## src/rtl/hazard_ctrl_pkg.sv

```systemverilog
// Shared definitions for the pipeline hazard controller.
//   hz_state_e        : controller FSM states
//   fwd_sel_e         : operand source select codes
//   MD_CYCLES_DEFAULT : default execute-stage occupancy of a mul/div op
//   MD_CNT_W          : width of the mul/div occupancy counter (covers 2..63)
package hazard_ctrl_pkg;

  typedef enum logic [1:0] {
    ST_RUN        = 2'd0,
    ST_LOAD_STALL = 2'd1,
    ST_MD_BUSY    = 2'd2,
    ST_MEM_WAIT   = 2'd3
  } hz_state_e;

  typedef enum logic [1:0] {
    FWD_RF  = 2'b00,
    FWD_MEM = 2'b01,
    FWD_WB  = 2'b10
  } fwd_sel_e;

  localparam int MD_CYCLES_DEFAULT = 32;
  localparam int MD_CNT_W          = 6;

endpackage

```

## src/rtl/hazard_ctrl_fwd_sel.sv

```systemverilog
// Combinational forwarding comparator for one source operand.
// Ports:
//   src_id    in  5  register id read by the ID-stage instruction
//   mem_wr_en in  1  MEM-stage instruction writes a register
//   mem_wr_id in  5  MEM-stage destination id
//   wb_wr_en  in  1  WB-stage instruction writes a register
//   wb_wr_id  in  5  WB-stage destination id
//   sel       out 2  FWD_RF / FWD_MEM / FWD_WB
module hazard_fwd_sel
  import hazard_ctrl_pkg::*;
(
  input  logic [4:0] src_id,
  input  logic       mem_wr_en,
  input  logic [4:0] mem_wr_id,
  input  logic       wb_wr_en,
  input  logic [4:0] wb_wr_id,
  output logic [1:0] sel
);

  logic src_nz;
  logic mem_hit;
  logic wb_hit;

  // r0 is hardwired to zero, so a write to it must never be forwarded.
  assign src_nz  = (src_id != 5'd0);
  assign mem_hit = src_nz && mem_wr_en && (mem_wr_id == src_id);
  assign wb_hit  = src_nz && wb_wr_en && (wb_wr_id == src_id);

  // The younger (MEM) result shadows the older (WB) one.
  always_comb begin
    sel = FWD_RF;
    if (mem_hit) begin
      sel = FWD_MEM;
    end else if (wb_hit) begin
      sel = FWD_WB;
    end
  end

endmodule

```

## src/rtl/hazard_ctrl.sv

```systemverilog
// Pipeline hazard controller: load-use interlock, multi-cycle mul/div
// occupancy, data-memory wait freeze, branch redirect flush and operand
// forwarding selects.
// Ports:
//   sys_clk, rst_n           clock, async active-low reset
//   id_rs, id_rt             ID-stage source ids
//   id_use_rs, id_use_rt     ID instruction reads rs / rt
//   ex_wr_en, ex_mem_to_reg  EX instruction writes a register / is a load
//   ex_wr_id, mem_wr_id      EX / MEM destination ids
//   mem_wr_en                MEM instruction writes a register
//   ex_md_start              EX instruction is mul/div
//   ex_redirect              taken branch/jump resolved in EX
//   dmem_req, dmem_ready     MEM access pending / data memory done
//   stall_if, stall_id       hold PC / hold IF-ID
//   bubble_ex, flush_id      NOP into EX / squash IF-ID
//   is_stalling              whole-pipeline freeze (gates regfile writes)
//   fwd_a, fwd_b             operand source selects
//   md_busy                  mul/div unit occupied
//
// state         | meaning
// --------------+-------------------------------------------------------
// ST_RUN        | normal issue; load-use and mul/div start detected here
// ST_LOAD_STALL | single cycle after a load-use interlock, no stall output
// ST_MD_BUSY    | mul/div occupying EX; freeze until counter reaches 0
// ST_MEM_WAIT   | data memory pending; resumes the saved state on ready
module hazard_ctrl
  import hazard_ctrl_pkg::*;
#(
  parameter int MD_CYCLES = MD_CYCLES_DEFAULT
) (
  input  logic       sys_clk,
  input  logic       rst_n,
  input  logic [4:0] id_rs,
  input  logic [4:0] id_rt,
  input  logic       id_use_rs,
  input  logic       id_use_rt,
  input  logic       ex_wr_en,
  input  logic       ex_mem_to_reg,
  input  logic [4:0] ex_wr_id,
  input  logic [4:0] mem_wr_id,
  input  logic       mem_wr_en,
  input  logic       ex_md_start,
  input  logic       ex_redirect,
  input  logic       dmem_req,
  input  logic       dmem_ready,
  output logic       stall_if,
  output logic       stall_id,
  output logic       bubble_ex,
  output logic       flush_id,
  output logic       is_stalling,
  output logic [1:0] fwd_a,
  output logic [1:0] fwd_b,
  output logic       md_busy
);

  localparam logic [MD_CNT_W-1:0] MD_LOAD = MD_CNT_W'(MD_CYCLES - 1);

  hz_state_e           state_q, state_d;
  hz_state_e           saved_q, saved_d;
  hz_state_e           eff_state;
  logic [MD_CNT_W-1:0] md_cnt_q, md_cnt_d;
  logic                wb_en_q;
  logic [4:0]          wb_id_q;

  logic mem_stall;
  logic md_hold;
  logic freeze;
  logic in_run;
  logic rs_hit, rt_hit;
  logic load_use;
  logic take_redirect;
  logic [1:0] fwd_a_raw, fwd_b_raw;

  // MEM_WAIT only remembers where to return; once memory is ready the
  // controller behaves as the saved state in that same cycle, so a wait of
  // N cycles costs exactly N extra freeze cycles.
  assign eff_state = (state_q == ST_MEM_WAIT) ? saved_q : state_q;

  assign mem_stall = dmem_req && !dmem_ready;
  assign md_hold   = (eff_state == ST_MD_BUSY) && (md_cnt_q != '0);
  assign freeze    = mem_stall || md_hold;
  assign in_run    = (eff_state == ST_RUN);

  assign rs_hit   = id_use_rs && (id_rs == ex_wr_id);
  assign rt_hit   = id_use_rt && (id_rt == ex_wr_id);
  // A load that does not write back cannot create a dependency.
  assign load_use = in_run && ex_mem_to_reg && ex_wr_en &&
                    (ex_wr_id != 5'd0) && (rs_hit || rt_hit);

  // Redirects seen during a freeze are dropped; EX still holds the branch,
  // so it is seen again in the first unfrozen cycle.
  assign take_redirect = !freeze && ex_redirect;

  always_comb begin
    state_d  = state_q;
    saved_d  = saved_q;
    md_cnt_d = md_cnt_q;
    if (mem_stall) begin
      state_d = ST_MEM_WAIT;
      saved_d = eff_state;
    end else if (md_hold) begin
      state_d  = ST_MD_BUSY;
      md_cnt_d = md_cnt_q - 1'b1;
    end else if (in_run && ex_md_start) begin
      state_d  = ST_MD_BUSY;
      md_cnt_d = MD_LOAD;
    end else if (load_use && !ex_redirect) begin
      state_d = ST_LOAD_STALL;
    end else begin
      state_d = ST_RUN;
    end
  end

  always_ff @(posedge sys_clk or negedge rst_n) begin
    if (!rst_n) begin
      state_q  <= ST_RUN;
      saved_q  <= ST_RUN;
      md_cnt_q <= '0;
      wb_en_q  <= 1'b0;
      wb_id_q  <= 5'd0;
    end else begin
      state_q  <= state_d;
      saved_q  <= saved_d;
      md_cnt_q <= md_cnt_d;
      // WB copy advances only when the pipeline does.
      if (!freeze) begin
        wb_en_q <= mem_wr_en;
        wb_id_q <= mem_wr_id;
      end
    end
  end

  hazard_fwd_sel u_fwd_a (
    .src_id    (id_rs),
    .mem_wr_en (mem_wr_en),
    .mem_wr_id (mem_wr_id),
    .wb_wr_en  (wb_en_q),
    .wb_wr_id  (wb_id_q),
    .sel       (fwd_a_raw)
  );

  hazard_fwd_sel u_fwd_b (
    .src_id    (id_rt),
    .mem_wr_en (mem_wr_en),
    .mem_wr_id (mem_wr_id),
    .wb_wr_en  (wb_en_q),
    .wb_wr_id  (wb_id_q),
    .sel       (fwd_b_raw)
  );

  // Outputs are forced low while reset is asserted, independent of inputs.
  always_comb begin
    is_stalling = rst_n && freeze;
    stall_if    = rst_n && (freeze || (load_use && !take_redirect));
    stall_id    = stall_if;
    bubble_ex   = rst_n && !freeze && (take_redirect || load_use);
    flush_id    = rst_n && take_redirect;
    md_busy     = rst_n && (eff_state == ST_MD_BUSY);
    fwd_a       = rst_n ? fwd_a_raw : FWD_RF;
    fwd_b       = rst_n ? fwd_b_raw : FWD_RF;
  end

endmodule
```

## config.mk

```make
export PLATFORM = sky130hd
export DESIGN_NAME = hazard_ctrl
export DESIGN_NICKNAME = d
export VERILOG_FILES = /design/src/rtl/hazard_ctrl_pkg.sv /design/src/rtl/hazard_ctrl_fwd_sel.sv /design/src/rtl/hazard_ctrl.sv
export SDC_FILE = /design/constraint.sdc
export NUM_CORES = 1
export LEC_CHECK = 0
export BUFFER_PORTS_ARGS = -buffer_cell sky130_fd_sc_hd__buf_2
export CELL_PAD_IN_SITES_DETAIL_PLACEMENT = 1
export CELL_PAD_IN_SITES_GLOBAL_PLACEMENT = 1
export CORE_MARGIN = 2
export CORE_UTILIZATION = 40
export DETAILED_ROUTE_END_ITERATION = 8
export PLACE_DENSITY = 0.83
export SLEW_MARGIN = 40
export SYNTH_ARGS = -nofsm -noshare
export SYNTH_HDL_FRONTEND = slang
export SYNTH_SLANG_ARGS = --single-unit
```

## constraint.sdc

```tcl
create_clock -name sys_clk -period 3.2 [get_ports sys_clk]
set_input_delay 0 -clock sys_clk [delete_from_list [all_inputs] [get_ports sys_clk]]
set_output_delay 0 -clock sys_clk [all_outputs]
set_load 0.05 [all_outputs]
```

==> Word-level counts from Yosys, hierarchy flattened <==
Index checks and enable logic that the tools add are counted.
{ "word_totals": {"in_bits": 31, "elab_cells": 69, "register_bits": 16} }
{ "classes": {"addsub": 1, "reduce_logical": 41, "bitwise_logic": 1, "n_mux": 13, "eq_ne": 8} }
{ "op_table": {"columns": ["cell", "n"], "rows": [
  ["5-bit equality test", 6],
  ["1-bit logical AND", 26],
  ["2-bit 2-to-1 mux", 10],
  ["5-bit nonzero test", 3],
  ["6-bit 2-to-1 mux", 2],
  ["6-bit nonzero test", 1],
  ["6-bit by 1-bit subtractor with 6-bit output (second input constant)", 1],
  ["2-bit equality test (second input constant)", 2],
  ["1-bit logical NOT", 4],
  ["1-bit logical OR", 4],
  ["2-bit logical NOT", 1],
  ["2-bit AND reduction", 1],
  ["2-bit nonzero test", 1],
  ["1-bit 2-to-1 mux", 1],
  ["1-bit inverter", 1]
]} }

==> Longest topological paths before layout <==
{ "logic_depth": {"depth_word": 12, "mapped_depth": 7, "mapped_depth_nobuf": 6} }

==> Modules after synthesis <==
Synthesis repeated with hierarchy kept, for this count alone.
{ "hier_totals": {"hier_cells": 136, "area_unflattened_um2": 1278.7} }
{ "modules_own_cells": {"columns": ["module", "n_inst", "cells_per_inst", "area_each_um2"], "rows": [
  ["hazard_ctrl", 1, 98, 985.9],
  ["hazard_fwd_sel", 2, 19, 146.4]
]} }

==> Worst setup path after synthesis <==
OpenSTA, ideal clock, no wires.
{ "synth_path": {"path_type": "reg2out", "startpoint": "register state_q[0]", "endpoint": "output stall_if", "t_required_ns": 3.200, "setup_slack_ns": 0.166, "stages_incl_launch_ff": 6, "path_buffers": 1, "arrival_time_ns": 3.034, "cell_sequence": "dfrtp_1 -> and4bb_2 -> o22a_1 -> nand3_1 -> o41ai_1 -> buf_4"} }
{ "synth_via": {"elab_chain_cells": 11, "elab_cells_between_ends": 16, "classes_between": "eq/ne: 2; mux: 1; reduce/logical: 13"} }
{ "synth_rtl": {"columns": ["item", "line_no", "rtl"], "rows": [
  ["start, declared", "hazard_ctrl.sv:58", "hz_state_e state_q, state_d;"],
  ["start signal, assigned", "hazard_ctrl.sv:122", "state_q <= state_d;"],
  ["2-bit equality test", "hazard_ctrl.sv:77", "assign eff_state = (state_q == ST_MEM_WAIT) ? saved_q : state_q;"],
  ["2-bit 2-to-1 mux *", "hazard_ctrl.sv:77", null],
  ["2-bit equality test", "hazard_ctrl.sv:80", "assign md_hold = (eff_state == ST_MD_BUSY) && (md_cnt_q != '0);"],
  ["1-bit logical AND", "hazard_ctrl.sv:80", null],
  ["1-bit logical OR", "hazard_ctrl.sv:81", "assign freeze = mem_stall || md_hold;"],
  ["1-bit logical NOT", "hazard_ctrl.sv:92", "assign take_redirect = !freeze && ex_redirect;"],
  ["1-bit logical AND", "hazard_ctrl.sv:92", null],
  ["1-bit logical NOT", "hazard_ctrl.sv:154", "stall_if = rst_n && (freeze || (load_use && !take_redirect));"],
  ["1-bit logical AND", "hazard_ctrl.sv:154", null],
  ["1-bit logical OR *", "hazard_ctrl.sv:154", null],
  ["1-bit logical AND *", "hazard_ctrl.sv:154", null],
  ["end, declared", "hazard_ctrl.sv:46", "output logic stall_if,"]
]} }
Every way passes the cells marked *; elsewhere a longest branch is shown, timed or not.

==> Worst setup path after layout <==
{ "layout_path": {"startpoint": "register md_cnt_q[0]", "endpoint": "output stall_if"} }
{ "layout_via": {"elab_chain_cells": 9} }
{ "layout_rtl": {"columns": ["item", "line_no", "rtl"], "rows": [
  ["start, declared", "hazard_ctrl.sv:61", "logic [MD_CNT_W-1:0] md_cnt_q, md_cnt_d;"],
  ["start signal, assigned", "hazard_ctrl.sv:124", "md_cnt_q <= md_cnt_d;"],
  ["6-bit nonzero test *", "hazard_ctrl.sv:80", null],
  ["1-bit logical AND *", "hazard_ctrl.sv:80", null],
  ["1-bit logical OR *", "hazard_ctrl.sv:81", null],
  ["1-bit logical NOT", "hazard_ctrl.sv:92", null],
  ["1-bit logical AND", "hazard_ctrl.sv:92", null],
  ["1-bit logical NOT", "hazard_ctrl.sv:154", null],
  ["1-bit logical AND", "hazard_ctrl.sv:154", null],
  ["1-bit logical OR *", "hazard_ctrl.sv:154", null],
  ["1-bit logical AND *", "hazard_ctrl.sv:154", null]
]} }
Marks and branches as above.

==> impl_metrics.tcl <==
set metrics [dict create \
    leak_pwr_nw 0.694 \
    worstSetupStartpointType "flip-flop" \
    initial_cell_density_of_the_core 0.418 \
    drt-total-wl_um 3870 \
    rows 20 \
    setup-tns-final_ns 0 \
    grt_first_pass_wirelength_um 6560 \
    grt_start_max_net_pins 23 \
    syn-cell-area_sq_um 1280 \
    vias_per_instance 5.51 \
    critPathRequiredTime_ns 3.20 \
    post_dp_cell_area_sq_um 1520 \
    post-route-cell-area_sq_um 1610 \
    cap_violations 0 \
    cts_htree_levels 1 \
    ios 41 \
    layout_commonest_cell "sky130_fd_sc_hd__buf_2" \
    clkSlewWorstSetupHoldPaths_ns 0.09 \
    min-delay-path-class "in -> reg" \
    fin_worst_skew_ns 0.00121 \
    syn_area_per_cell_sq_um 9.60 \
    yosysWarningCount 0 \
    period_utilisation_layout 0.699 \
    drt_first_pass_iters 4 \
    post_drt_wl_per_cell_um 17.3 \
    critical_path.max_fanout 8 \
    crit_path_max_incr_delay_ns 0.46 \
    gr-usage-all-layers 0.240 \
    num_antenna_cells 0 \
    die_h_um 60.5 \
    antenna_found_initial 0 \
    post-cts-setup-buffers 0 \
    hold_viol_final 0 \
    io_buffers 40 \
    postSynthRegisterBits 16 \
    grt_pass1_vias 1401 \
    end_kind "primary output" \
    timing_max_transition_violations_final 0 \
    min_period_ns 2.24 \
    portion_of_the_post_synthesis_area_used_by_sequential_elements 0.314 \
    cts-root-buf "sky130_fd_sc_hd__clkbuf_4" \
    final.fill_count 381 \
    fp.coreArea_sq_um 3050 \
    largest_buffer_count_on_any_clock_path 2 \
    setup_viol 0 \
    fmaxAchievable_mhz 447 \
    design.final.nets 214 \
    drtIter0Drc 49 \
    cts_inserted_buffers 3 \
    rsz0062_at_grt "no" \
    grt.overflow.total 0 \
    synth_fp_nets 166 \
    dieWidth_um 60.5 \
    clkSinkCount 16 \
    gp_routability_congestion 0.814 \
    worst_case_vdd_ir_drop_mv 0.368 \
    slowest_stage "sky130_fd_sc_hd__a221oi_4" \
    tritoncts_clock_tree "done" \
    drive_above_1_share 0.333 \
    die_area_sq_um 3660 \
    netlist_instances 133 \
    drc_errors 0 \
    detailedPlacementHpwl_um 3070 \
    antenna_violating_nets_post_route 0 \
    insertion_delay_ns 0.29 \
    final_cell_mix "sky130_fd_sc_hd__buf_2, sky130_fd_sc_hd__xnor2_1, sky130_fd_sc_hd__dfrtp_1" \
    pwr_density_cell_nw_per_um2 709 \
    report.power.total_mw 1.14 \
    worst_slew_margin_rel 0.493 \
    crit_path_cell_trace "inv_1 -> ha_1 -> nor2b_1 -> a221oi_4 -> o21ai_0 -> o41ai_1 -> buf_2" \
    detailroute.via_count 1234 \
    max_slew.worst_pin.slew_ns 0.759 \
    synthDistinctLibCells 42 \
    worst_ep_arrival_time_ns 2.24 \
    timing.setup.critical_path_class "reg -> out" \
    synthToLayoutAreaGrowth_pct 25.9 \
    preCtsSetupSlack_ns 1.27 \
    register_area_sq_um 400 \
    run_status "finished, final reports clean" \
    final_worst_setup_slack_ns 0.962 \
    multiInputGateArea_sq_um 838 \
]
[state kept, by name, summed over array words and instances, names as in the netlist]
register and flops:
md_cnt_q 6, wb_id_q 5, saved_q 2, state_q 2, wb_en_q 1
[cell families (layout without fill, tap and decap cells)]
| group | after synthesis | after routing | synth area share |
|---|---|---|---|
| multiplexers | 6 | 6 | 0.0529 |
| XOR/XNOR | 30 | 30 | 0.206 |
| flip-flops | 16 | 16 | 0.314 |
| buffers and inverters | 9 | 56 | 0.0294 |
| AO/OA/AOI/OAI | 25 | 25 | 0.162 |
| AND/OR/NAND/NOR | 45 | 45 | 0.217 |
| adder cells (fa/ha/maj) | 2 | 2 | 0.0196 |
[layout make-up]
cell class                      count  share of cell area
Timing Repair Buffer               45               0.156
Sequential cell                    16               0.249
Multi-Input combinational cell    108               0.522
Tap cell                           44              0.0343
Inverter                            7              0.0164
Clock buffer                        4              0.0226
[Yosys cell counts]
| master | instances | area [sq um] |
|---|---|---|
| sky130_fd_sc_hd__xnor2_1 | 18 | 158 |
| sky130_fd_sc_hd__dfrtp_1 | 16 | 400 |
| sky130_fd_sc_hd__xor2_1 | 12 | 105 |
| sky130_fd_sc_hd__nand3_1 | 8 | 40.0 |
| sky130_fd_sc_hd__inv_1 | 7 | 26.3 |
| sky130_fd_sc_hd__nor2_1 | 7 | 26.3 |
| sky130_fd_sc_hd__mux2_2 | 6 | 67.6 |
| sky130_fd_sc_hd__nor4_1 | 6 | 37.5 |
| sky130_fd_sc_hd__o21ai_0 | 5 | 25.0 |
| sky130_fd_sc_hd__a21oi_1 | 4 | 20.0 |
| sky130_fd_sc_hd__nand4_1 | 4 | 25.0 |
| sky130_fd_sc_hd__a2bb2oi_1 | 3 | 26.3 |
| sky130_fd_sc_hd__or4_1 | 3 | 22.5 |
| sky130_fd_sc_hd__and2_1 | 2 | 12.5 |
| sky130_fd_sc_hd__ha_1 | 2 | 25.0 |
| sky130_fd_sc_hd__nand2_1 | 2 | 7.51 |
| sky130_fd_sc_hd__nor2_2 | 2 | 12.5 |
| sky130_fd_sc_hd__nor2b_1 | 2 | 12.5 |
| sky130_fd_sc_hd__a211oi_1 | 1 | 7.51 |
| sky130_fd_sc_hd__a21o_1 | 1 | 7.51 |
| sky130_fd_sc_hd__a21oi_4 | 1 | 16.3 |
| sky130_fd_sc_hd__a221o_2 | 1 | 11.3 |
| sky130_fd_sc_hd__a221oi_4 | 1 | 26.3 |
| sky130_fd_sc_hd__a31oi_1 | 1 | 6.26 |
| sky130_fd_sc_hd__a32oi_1 | 1 | 8.76 |
| sky130_fd_sc_hd__and2_0 | 1 | 6.26 |
| sky130_fd_sc_hd__and4bb_2 | 1 | 12.5 |
| sky130_fd_sc_hd__buf_4 | 1 | 7.51 |
| sky130_fd_sc_hd__clkbuf_1 | 1 | 3.75 |
| sky130_fd_sc_hd__nand2b_1 | 1 | 6.26 |
| sky130_fd_sc_hd__nand2b_2 | 1 | 8.76 |
| sky130_fd_sc_hd__nor2_4 | 1 | 11.3 |
| sky130_fd_sc_hd__nor3_1 | 1 | 5.00 |
| sky130_fd_sc_hd__nor3_4 | 1 | 16.3 |
| sky130_fd_sc_hd__nor3b_1 | 1 | 7.51 |
| sky130_fd_sc_hd__o21a_1 | 1 | 7.51 |
| sky130_fd_sc_hd__o22a_1 | 1 | 8.76 |
| sky130_fd_sc_hd__o22ai_1 | 1 | 6.26 |
| sky130_fd_sc_hd__o31ai_1 | 1 | 7.51 |
| sky130_fd_sc_hd__o31ai_2 | 1 | 12.5 |
| sky130_fd_sc_hd__o41ai_1 | 1 | 8.76 |
| sky130_fd_sc_hd__or3_1 | 1 | 6.26 |
[final timing paths]
kind                            slack, ns    startpoint  cells past startpoint         end
worst max-delay path                 0.96   md_cnt_q[0]                      7    stall_if
worst min-delay path                0.005  mem_wr_id[0]                      2  wb_id_q[0]
worst max register to register       1.36   md_cnt_q[0]                      6     wb_en_q
worst min register to register       0.54    saved_q[0]                      2  saved_q[0]
max in group asynchronous            2.71         rst_n                      2  saved_q[1]
min in group asynchronous            0.18         rst_n                      2  wb_id_q[4]
[power by group]
group	total [mW]	switching [mW]	internal, mW
Sequential	0.414	0.116	0.298
Clock	0.134	0.0645	0.0693
Combinational	0.591	0.326	0.266
[through the flow]
stage	hold slack, ns	utilization	cells
detailed placement	-0.0311	0.498	215
global placement	-0.0415	0.498	215
floorplan	-0.296	-	133
finish	0.00498	0.526	224
CTS	0.00135	0.523	223
global route	0.00116	0.526	224
[what timing repair did]
item,CTS,global route
endpoints found under the hold margin,19,1
hold buffers,4,1
resized for setup,0,0
[worst max-delay path, delay by kind of cell, from the launching register on]
kind,cells,cell delay (ns)
AOI/OAI and AO/OA,3,0.79
adders and majority gates,1,0.19
buffers and inverters,2,0.43
DFF,1,0.38
and+or+nand+nor,1,0.16
[layer usage]
layer	wire [um]	up-vias	track usage	share of wire
met5	0	-	0	0
met4	36	0	0.0590	0.0093
met3	158	7	0.0426	0.041
met2	2010	33	0.447	0.52
met1	1670	614	0.285	0.43
li1	-	580	-	-
Power figures use the tool's default switching activity.
